### src/rtl/attack_envelope.sv
// attack_envelope
//   Onset (crescendo) stage on the per-note sample path, feeding the dynamics
//   decay stage. At note start the gain applied to each signed 16-bit sample
//   ramps from 1/8 to 8/8 in eighth steps. Each step takes note_duration beats,
//   and a duration of 0 is treated as 1. The gain then holds at full scale
//   until the note ends.
//
// Ports
//   clk              in   1   system clock, rising edge
//   reset            in   1   asynchronous reset, active low (0 = reset)
//   note_start       in   1   one-cycle pulse: a new note begins (restarts ramp)
//   done_with_note   in   1   one-cycle pulse: the note ended, return to idle
//   note_duration    in   6   beats per gain step (0 behaves as 1)
//   beat             in   1   one-cycle timing pulse from the beat generator
//   new_sample_ready in   1   sample_start is valid this cycle
//   sample_start     in   16  signed raw sample
//   final_sample     out  16  signed scaled sample, registered
//   gain             out  4   current gain numerator, 0..8
//   attack_done      out  1   high while the ramp has finished (gain == 8)

module attack_envelope #(
    parameter int GAIN_BITS = 4,
    parameter int CNT_BITS  = 6
) (
    input  logic                 clk,
    input  logic                 reset,
    input  logic                 note_start,
    input  logic                 done_with_note,
    input  logic [CNT_BITS-1:0]  note_duration,
    input  logic                 beat,
    input  logic                 new_sample_ready,
    input  logic [15:0]          sample_start,
    output logic [15:0]          final_sample,
    output logic [GAIN_BITS-1:0] gain,
    output logic                 attack_done
);

    typedef enum logic [1:0] {
        IDLE,
        ATTACK,
        SUSTAIN
    } state_t;

    localparam logic [GAIN_BITS-1:0] GAIN_MAX = GAIN_BITS'(8);
    localparam logic [GAIN_BITS-1:0] GAIN_ONE = GAIN_BITS'(1);

    state_t               state_q, state_d;
    logic [GAIN_BITS-1:0] gain_q, gain_d;
    logic [CNT_BITS-1:0]  beat_cnt_q, beat_cnt_d;
    logic [15:0]          final_sample_q, final_sample_d;

    // Scaling datapath signals
    logic [GAIN_BITS-1:0] g_use;
    logic [16:0]          mag;
    logic [19:0]          prod;
    logic [16:0]          scaled;
    logic [16:0]          negd;
    logic [15:0]          scaled_sample;
    logic                 scale_unused;

    // Step threshold and count compare are one bit wider.
    // This keeps beat_cnt+1 from wrapping at the top count.
    logic [CNT_BITS:0]    cnt_inc;
    logic [CNT_BITS:0]    threshold;

    always_ff @(posedge clk or negedge reset) begin
        if (!reset) begin
            state_q        <= IDLE;
            gain_q         <= '0;
            beat_cnt_q     <= '0;
            final_sample_q <= '0;
        end else begin
            state_q        <= state_d;
            gain_q         <= gain_d;
            beat_cnt_q     <= beat_cnt_d;
            final_sample_q <= final_sample_d;
        end
    end

    // Sign-magnitude scaling.
    // -32768 has magnitude 32768, which needs 17 bits.
    // Shifting the magnitude right truncates toward zero for both signs.
    // The gain used is the pre-edge register, except on a note_start
    // cycle, where the fresh note already plays at 1/8.
    always_comb begin
        g_use         = note_start ? GAIN_ONE : gain_q;
        mag           = sample_start[15] ? (17'd0 - {1'b1, sample_start})
                                         : {1'b0, sample_start};
        prod          = {3'b000, mag} * {16'h0000, g_use};
        scaled        = prod[19:3];
        negd          = 17'd0 - scaled;
        scaled_sample = sample_start[15] ? negd[15:0] : scaled[15:0];
        scale_unused  = ^{prod[2:0], negd[16]};
    end

    // Next-state logic. The same-cycle priority is note_start, then
    // done_with_note, then beat.
    always_comb begin
        state_d        = state_q;
        gain_d         = gain_q;
        beat_cnt_d     = beat_cnt_q;
        final_sample_d = final_sample_q;
        cnt_inc        = {1'b0, beat_cnt_q} + (CNT_BITS+1)'(1);
        threshold      = (note_duration == '0) ? (CNT_BITS+1)'(1)
                                               : {1'b0, note_duration};

        if (note_start) begin
            state_d    = ATTACK;
            gain_d     = GAIN_ONE;
            beat_cnt_d = '0;
            if (new_sample_ready) begin
                final_sample_d = scaled_sample;
            end
        end else if (done_with_note) begin
            state_d        = IDLE;
            gain_d         = '0;
            beat_cnt_d     = '0;
            final_sample_d = '0;
        end else begin
            if (new_sample_ready) begin
                final_sample_d = scaled_sample;
            end
            case (state_q)
                IDLE: begin
                    gain_d     = '0;
                    beat_cnt_d = '0;
                end
                ATTACK: begin
                    // The threshold is re-read on every beat. Shortening it
                    // mid-step can therefore complete the step at once.
                    if (beat) begin
                        if (cnt_inc >= threshold) begin
                            gain_d     = gain_q + GAIN_ONE;
                            beat_cnt_d = '0;
                            if (gain_q + GAIN_ONE >= GAIN_MAX) begin
                                gain_d  = GAIN_MAX;
                                state_d = SUSTAIN;
                            end
                        end else begin
                            beat_cnt_d = cnt_inc[CNT_BITS-1:0];
                        end
                    end
                end
                SUSTAIN: begin
                    gain_d     = GAIN_MAX;
                    beat_cnt_d = '0;
                end
                default: begin
                    state_d    = IDLE;
                    gain_d     = '0;
                    beat_cnt_d = '0;
                end
            endcase
        end
    end

    assign final_sample = final_sample_q;
    assign gain         = gain_q;
    assign attack_done  = (state_q == SUSTAIN);

endmodule

### config.mk
export PLATFORM = sky130hd
export DESIGN_NAME = attack_envelope
export DESIGN_NICKNAME = d
export VERILOG_FILES = /design/src/rtl/attack_envelope.sv
export SDC_FILE = /design/constraint.sdc
export NUM_CORES = 1
export LEC_CHECK = 0
export ABC_CLOCK_PERIOD_IN_PS = 8800
export BUFFER_PORTS_ARGS = -buffer_cell sky130_fd_sc_hd__buf_2
export CAP_MARGIN = 40
export CELL_PAD_IN_SITES_DETAIL_PLACEMENT = 2
export CELL_PAD_IN_SITES_GLOBAL_PLACEMENT = 2
export CORE_AREA = 2 2 109 111
export DETAILED_ROUTE_END_ITERATION = 8
export DIE_AREA = 0 0 111 113
export PLACE_DENSITY = 0.88
export SKIP_LAST_GASP = 1
export SYNTH_ARGS = -nofsm -noshare
export SYNTH_HDL_FRONTEND = slang
export SYNTH_SLANG_ARGS = --single-unit
### constraint.sdc
create_clock -name clk -period 8.8 [get_ports clk]
set_input_delay 0.44 -clock clk [delete_from_list [all_inputs] [get_ports clk]]
set_output_delay 0.44 -clock clk [all_outputs]
set_load 0.01 [all_outputs]
After elaboration in Yosys (flattened, before gate mapping)

Cells that the tools add are included.

Bits in registers: 28
Output and inout port bits: 21

Mux-type cells: 24
$lt $le $gt $ge: 2
Add/subtract/negate cells: 4
Multipliers: 1
Reductions and logical operators: 5
Eq/ne operators: 6

Operator list:

| operator                                            | count |
|---|---|
| 2-to-1 mux 16 bit                                   | 4 |
| 2-to-1 mux 6 bit                                    | 6 |
| 2-to-1 mux 4 bit                                    | 6 |
| multiplier 17 x 4 -> 19 bit                         | 1 |
| 2-to-1 mux 17 bit                                   | 1 |
| subtractor 1 x 17 -> 17 bit, first input constant   | 1 |
| subtractor 1 x 16 -> 16 bit, first input constant   | 1 |
| != test 4 bit, second input constant                | 3 |
| 2-to-1 mux 2 bit                                    | 5 |
| case mux 4 bit (2 select lines)                     | 1 |
| adder 6 x 1 -> 7 bit, second input constant         | 1 |
| >= comparator 7 x 6 -> 1 bit                        | 1 |
| logical NOT 6 bit                                   | 1 |
| adder 4 x 1 -> 4 bit, second input constant         | 1 |
| >= comparator 4 bit, second input constant          | 1 |
| case mux 2 bit (2 select lines)                     | 1 |
| AND reduction 4 bit                                 | 1 |
| != test 3 x 1 -> 1 bit, second input constant       | 1 |
| equality test 2 x 1 -> 1 bit, second input constant | 1 |
| equality test 2 bit, second input constant          | 1 |
| logical NOT 2 bit                                   | 1 |
| AND reduction 2 bit                                 | 1 |
| OR reduction 2 bit                                  | 1 |

Depth between registers and ports, before layout

Gate-level depths: netlist (run 1).

Depth in word-level cells: 8
Depth in mapped cells: 22
Mapped depth without buffers: 21

Least setup slack after synthesis (run 1)

Ideal clock, no wire load.

Kind: input port to flip-flop
From: input port sample_start[2]
To: register final_sample_q[15], in the netlist final_sample[15]
Cell stages on the path: 20
Data required time: 8.663 ns
Arrival time: 5.271 ns
Slack: 3.392 ns
Cells stage by stage: or4_4 -> or2_1 -> o21ai_0 -> xor2_1 -> nor2_1 -> fa_1 -> inv_1 -> fa_1 -> inv_1 -> ha_1 -> buf_2 -> and3_1 -> and3_4 -> a2111oi_4 -> nor2_1 -> xnor2_2 -> or4b_4 -> o41ai_4 -> xnor2_1 -> a21oi_1

Longest elaborated chain between the ends: 8

RTL lines:

| item                            | line     | RTL |
|---|---|---|
| start, declared                 | 32       | `input logic [15:0] sample_start,` |
| subtractor 1 x 17 -> 17 bit     | 87       | `mag = sample_start[15] ? (17'd0 - {1'b1, sample_start})` |
| 2-to-1 mux 17 bit (*)           | 87       |  |
| multiplier 17 x 4 -> 19 bit (*) | 89       | `prod = {3'b000, mag} * {16'h0000, g_use};` |
| subtractor 1 x 16 -> 16 bit     | 91       | `negd = 17'd0 - scaled;` |
| 2-to-1 mux 16 bit (*)           | 92       | `scaled_sample = sample_start[15] ? negd[15:0] : scaled[15:0];` |
| 2-to-1 mux 16 bit (*)           | 111, 120 |  |
| 2-to-1 mux 16 bit               | 114      | `end else if (done_with_note) begin` |
| 2-to-1 mux 16 bit (*)           | 107      | `if (note_start) begin` |
| net final_sample_d[15]          | 50       | `logic [15:0] final_sample_q, final_sample_d;` |
| end signal, assigned            | 76       | `final_sample_q <= final_sample_d;` |
| end, declared                   | 50       |  |

Mark *: on every way through the listed nets, which the timed path passes. The rest lies on a longest branch.
A chain may end at the register's enable or synchronous reset.

Worst setup path in the final report (run 1)

From: input port sample_start[2]
To: register final_sample_q[14], in the netlist final_sample[14]

Same word-level chain as after synthesis.

==> flow_summary.json, run 1 <==
{
  "p_leak_nw": 2.25,
  "synthDistinctLibCells": 59,
  "critPathLaunchType": "input port",
  "yosysWarnings": 0,
  "viasPerCell": 5.31,
  "fmax_mhz": 172,
  "cts.sinks": 28,
  "yosysMostFrequentCell": "nor2_1",
  "cts_buffers": 3,
  "synth_compound_area_share_pct": 17.8,
  "grt.total_usage_pct": 20.3,
  "use_met3_pct": 0.428,
  "synth.mux.area_fraction_pct": 1.31,
  "busiest_layer": "met2",
  "ir_worst_vdd_v": 0.000103,
  "clkLatencyLatePin_ps": 260,
  "hp-class": "input port to async pin",
  "synth_area_leaders": "dfrtp_1 17%, fa_1 14%, ha_1 9.0%",
  "grt_pass1_wl_um": 21400,
  "drc": 0,
  "p_sw_mw": 0.170,
  "r2r_slack_ps": 3380,
  "dp_worst_setup_slack_ps": 2650,
  "avgSynthCellArea_um2": 7.95,
  "synth_top_area_share_pct": 16.7,
  "syn2layout_area_growth_pct": 10.2,
  "fp.coreArea_um2": 11300,
  "synth_edf_count": 0,
  "fin_skew_ps": 6.14,
  "wire_per_inst_um": 17.5,
  "combPwrFrac_pct": 43.3,
  "clk_pin_slew_ps": 70,
  "antenna_found_initial": 0,
  "rsz0062_at_grt": "no",
  "clock_path_buffers": 2,
  "setup_ws_ps": 2980,
  "cts_root_buffer": "clkbuf_16",
  "drt_iter0_drc": 136,
  "period_share_pct": 66.1,
  "maxCapViolCount": 0,
  "grt_overflow": 0,
  "endpoint_kind": "flip-flop",
  "die_w_um": 111,
  "grtUsageMet2_pct": 40.2,
  "ctsHoldBuffers": 0,
  "finalWeightedCongestion": 0.846,
  "yosysTopAreaCell": "dfrtp_1",
  "diodes": 0,
  "dieArea_um2": 12500,
  "final_nets": 654,
  "place_inst": 704,
  "dr.pass1.iters": 4,
  "port_buffers": 48,
  "maxSlewViolCount": 0,
  "met1_usage_pct": 24.8,
  "cts.repair.resized": 0,
  "setup_viol": 0,
  "grt_pass1_vias": 4344,
  "die_h_um": 113,
  "rr_worst_depth": 15,
  "synth_nets": 615,
  "synthTopCellsByCount": "72 x nor2_1, 71 x inv_1, 37 x o21ai_0",
  "initial_core_util_pct": 37.2,
  "fp-row-count": 39,
  "drive_above_1_share_pct": 15.8,
  "p_per_area_nw_per_um2": 96.8,
  "synth_top_family_by_area": "adder cells",
  "min_period_ps": 5820,
  "tightest_slew_ps": 696,
  "hold_viol": 0,
  "cts_max_level": 1,
  "fin_setup_tns_ps": 0,
  "critPathArrivalTime_ps": 5960,
  "slew_headroom_pct": 53.0,
  "wirelength_um": 12400,
  "worst-setup-path-type": "input port to flip-flop",
  "ys_seq_area_share_pct": 16.7,
  "syn_area_um2": 4190,
  "grt_max_degree": 34,
  "postCtsSetupBuffers": 0,
  "power_frac_clock_pct": 22.9,
  "swShare_pct": 38.1,
  "yosys.area_share.xor_xnor_pct": 9.55,
  "cp_max_fo": 8,
  "synth-seq-cells": 28,
  "seqPwrFrac_pct": 33.8,
  "syn_inst": 527,
  "fillers": 1344,
  "synth-simple-area-share_pct": 23.0,
  "vias": 3754,
  "synthArstFlopShare_pct": 100,
  "cp.required_ps": 8940,
  "fin_cells": 707,
  "ys.flop_type": "dfrtp_1",
  "synth_adder_area_share_pct": 23.3,
  "dp_hpwl_um": 10600,
  "detail-route-antenna-nets": 0,
  "io_pins": 49,
  "internal_power_mw": 0.277,
  "status": "finished clean",
  "cts_tree": "yes"
}
-- cell usage in the layout (no fill, tap or decap), types with 10 or more instances in the layout --
cell type  instances
nand3_1           13
o21ai_0           37
nor3_1            10
xnor2_1           19
or2_2             14
ha_1              30
dfrtp_1           28
xor2_1            23
nor2_1            72
nand2_1           31
buf_2             49
nand2b_1          19
a21oi_1           21
inv_1             71
fa_1              30
-- worst max-delay path, stage by stage --
cell and delay [ps]:
buf_2 130, or4_4 540, or2_1 260, o21ai_0 220
xor2_1 300, nor2_1 110, fa_1 530, inv_1 60
fa_1 530, inv_1 50, ha_1 390, and3_1 210
and3_4 200, a2111oi_4 340, nor2_1 160, xnor2_2 180
or4b_4 530, nor4_1 410, mux2i_1 300, a211oi_2 60
-- power groups by stage --
stage               Combinational [mW]  Clock (mW)  Sequential, mW
floorplan                        0.124           0           0.158
global placement                 0.180           0           0.153
detailed placement               0.195           0           0.154
CTS                              0.196       0.104           0.152
global route                     0.218       0.108           0.153
finish                           0.194       0.103           0.151
-- logic make-up after synthesis --
logic type,Yosys count
AO/OA/AOI/OAI,110
multiplexers,5
XOR/XNOR,44
AND/OR/NAND/NOR,191
buffers and inverters,87
flip-flops,28
adder cells (fa/ha/maj),60
other,2
-- registers in the layout, indices dropped and copies added, names as in the netlist --
signal / count
gain: 4
state_q: 2
final_sample: 16
beat_cnt_q: 6
-- metal layers --
layer  routed length [µm]  part of all wire [%]
met3                  200                   1.6
met4                  161                   1.3
met1                 5380                    43
met5                    0                     0
met2                 6630                    54
-- stage by stage --
step	hold slack (ps)	util, %	power, mW	area (µm²)
floorplan	144	-	0.282	4190
global placement	498	40.3	0.333	4540
detailed placement	496	40.3	0.349	4540
CTS	215	41.0	0.452	4620
global route	242	41.0	0.480	4620
finish	189	41.0	0.447	4620
-- path summary, 6_finish.rpt --
check	start	to
worst max-delay path	sample_start[2]	final_sample[14]$_DFF_PN0_
worst min-delay path	reset	gain[0]$_DFFE_PN0P_
worst max register to register	gain[3]$_DFFE_PN0P_	final_sample[14]$_DFF_PN0_
worst min register to register	final_sample[4]$_DFF_PN0_	final_sample[4]$_DFF_PN0_
max in group asynchronous	reset	final_sample[5]$_DFF_PN0_
min in group clk	beat	beat_cnt_q[1]$_DFFE_PN0P_
-- area by class of cell --
class	instances	area (µm²)	area share, %
Clock buffer	3	75.1	1.63
Inverter	71	267	5.77
Timing Repair Buffer	50	253	5.47
Multi-Input combinational cell	412	3150	68.1
Sequential cell	28	701	15.2
Tap cell	143	179	3.87
(Power assumes the default switching activity.)
==> run 2: changes to the inputs <==
- ABC_CLOCK_PERIOD_IN_PS: 8800 -> 5100
- CORE_AREA: 2 2 109 111 -> 2 2 118 120
- DIE_AREA: 0 0 111 113 -> 0 0 120 122
- PLACE_DENSITY: 0.88 -> 0.8
- clock period: 8.8 -> 5.1 ns (I/O delays scaled with it)
==> run 2 against run 1 <==
Net effect: the run now ends with setup timing left; largest cell class unchanged; clock skew fell by 3.2 ps; largest power group unchanged; highest routed layer unchanged; sequential power rose by 74%; critical path depth rose by 1.
==> flow_summary.json, run 2 (same netlist as run 1, synthesis figures left out) <==
{
  "status": "finished, violations left",
  "violations": "setup timing",
  "endpoint_kind": "flip-flop",
  "holdWs_ps": 2.11,
  "fmax_mhz": 194,
  "fin_skew_ps": 2.94,
  "cts_max_level": 1,
  "rsz0062_at_grt": "yes",
  "cts_tree": "yes",
  "min_period_ps": 5150,
  "detail-route-antenna-nets": 0,
  "dp_hpwl_um": 12000,
  "power_mw": 0.969,
  "grt_max_degree": 34,
  "grt.total_usage_pct": 22.2,
  "hold_viol": 0,
  "wirelength_um": 17200,
  "cts_buffers": 3,
  "p_leak_nw": 2.80,
  "critPathArrivalTime_ps": 5280,
  "drc": 0,
  "fp-row-count": 43,
  "hp-class": "input port to async pin",
  "setup_viol": 2,
  "tightest_slew_ps": 682,
  "internal_power_mw": 0.589,
  "final_cell_mix": "90 x buf_4, 66 x nor2_1, 65 x inv_1",
  "viasPerCell": 5.13,
  "ir_worst_vdd_v": 0.0000943,
  "p_sw_mw": 0.379,
  "grt_overflow": 0,
  "die_h_um": 122,
  "finalWeightedCongestion": 0.870,
  "cts.sinks": 28,
  "io_pins": 49,
  "period_share_pct": 101,
  "final_nets": 749,
  "fp.coreArea_um2": 13500,
  "dr.pass1.iters": 4,
  "cp_max_fo": 4,
  "fillers": 1515,
  "grt_pass1_wl_um": 25900,
  "critPathLaunchType": "input port",
  "grt_pass1_vias": 4950,
  "place_inst": 817,
  "seqPwrFrac_pct": 27.0,
  "port_buffers": 48,
  "final_common_cell": "buf_4",
  "slowest_delay_ps": 570,
  "die_w_um": 120,
  "p_per_area_nw_per_um2": 165,
  "largest_register_ffs": 16,
  "cts_root_buffer": "clkbuf_16",
  "diodes": 0,
  "drive_above_1_share_pct": 38.0,
  "swShare_pct": 39.2,
  "clock_path_buffers": 2,
  "post_dp_cell_area_um2": 5160,
  "wire_per_inst_um": 20.5,
  "clkLatencyLatePin_ps": 280,
  "drt_iter0_drc": 146,
  "combPwrFrac_pct": 51.7,
  "antenna_found_initial": 0,
  "maxCapViolCount": 0,
  "vias": 4310,
  "dp_worst_setup_slack_ps": -529,
  "clk_pin_slew_ps": 70,
  "syn2layout_area_growth_pct": 40.1,
  "setup_ws_ps": -46.7,
  "cp.required_ps": 5230,
  "dieArea_um2": 14600,
  "worstPathCellList": "buf_6 -> or4_4 -> or2_4 -> o21ai_2 -> xor2_1 -> buf_4 -> nor2_4 -> fa_1 -> inv_2 -> fa_1 -> inv_2 -> ha_4 -> and3_4 -> and3_4 -> a2111oi_4 -> nor2_2 -> xnor2_2 -> or4b_4 -> o31ai_4 -> xor2_1 -> a21oi_1",
  "initial_core_util_pct": 31.0,
  "stdcell_area_um2": 5870,
  "crit_slowest_cell": "or4_4",
  "fin_cells": 840,
  "worst-setup-path-type": "input port to flip-flop",
  "maxSlewViolCount": 0,
  "power_frac_clock_pct": 21.3,
  "slew_headroom_pct": 54.5
}
-- run 2: cell count changes in the layout (fill, tap and decap cells not counted), sizes merged --
cell,change
buf,+94
clkbuf,+2
-- run 2: worst max-delay path: cells and delay by family --
kind                       cells  cell delay, ps
buffers and inverters          4             370
AOI/OAI and AO/OA              4             840
adders and majority gates      3            1310
and+or+nand+nor                7            1920
xor gates and xnor gates       3             580
-- run 2: area by class of cell --
type / count / area [µm²] / share of cell area (%)
multi-input cells: 412 / 3590 / 61.1
repair buffers: 145 / 1000 / 17.1
flip-flops and latches: 28 / 702 / 11.9
inverters: 71 / 267 / 4.54
well taps: 180 / 225 / 3.83
clock buffers: 4 / 88.8 / 1.51
-- run 2: per-stage QoR --
stage / TNS [ps] / utilization, %
4_1_cts: 0 / 41.2
5_1_grt: -1490 / 43.5
2_1_floorplan: -120 / -
3_5_place_dp: -3530 / 38.2
3_3_place_gp: -1000 / 38.2
6_report: -81.6 / 43.5
-- run 2: power groups by stage --
stage	Sequential [mW]	Combinational (mW)	Clock, mW
after detailed placement	0.266	0.409	0
after CTS	0.262	0.447	0.205
after floorplan	0.272	0.214	0
final	0.262	0.501	0.206
after global routing	0.266	0.544	0.214
after global placement	0.263	0.372	0
-- run 2: routing by layer --
layer  wire [µm]  track usage (%)  vias up
met5           0                0        -
met2        9890             44.9       75
met3         327             1.26       29
met1        6580             24.7     2194
li1            -                -     2012
met4         452             6.54        0
-- run 2: path summary, 6_finish.rpt --
| kind | startpoint | endpoint | slack, ps | cells past startpoint |
|---|---|---|---|---|
| setup / recovery | sample_start[1] | final_sample[12]$_DFF_PN0_ | -50 | 21 |
| hold / removal | reset | gain[2]$_DFFE_PN0P_ | 2 | 1 |
| setup reg to reg | gain[1]$_DFFE_PN0P_ | final_sample[15]$_DFF_PN0_ | 20 | 16 |
| hold reg to reg | final_sample[4]$_DFF_PN0_ | final_sample[4]$_DFF_PN0_ | 520 | 2 |
| max in group asynchronous | reset | gain[1]$_DFFE_PN0P_ | 4620 | 1 |
| min in group clk | beat | beat_cnt_q[4]$_DFFE_PN0P_ | 380 | 3 |
-- run 2: what timing repair did --
item,in CTS,in global routing
resized for setup,40,55
hold buffers,0,0
endpoints found under the setup margin,9,8
pin swaps,24,31
buffers inserted,9,10
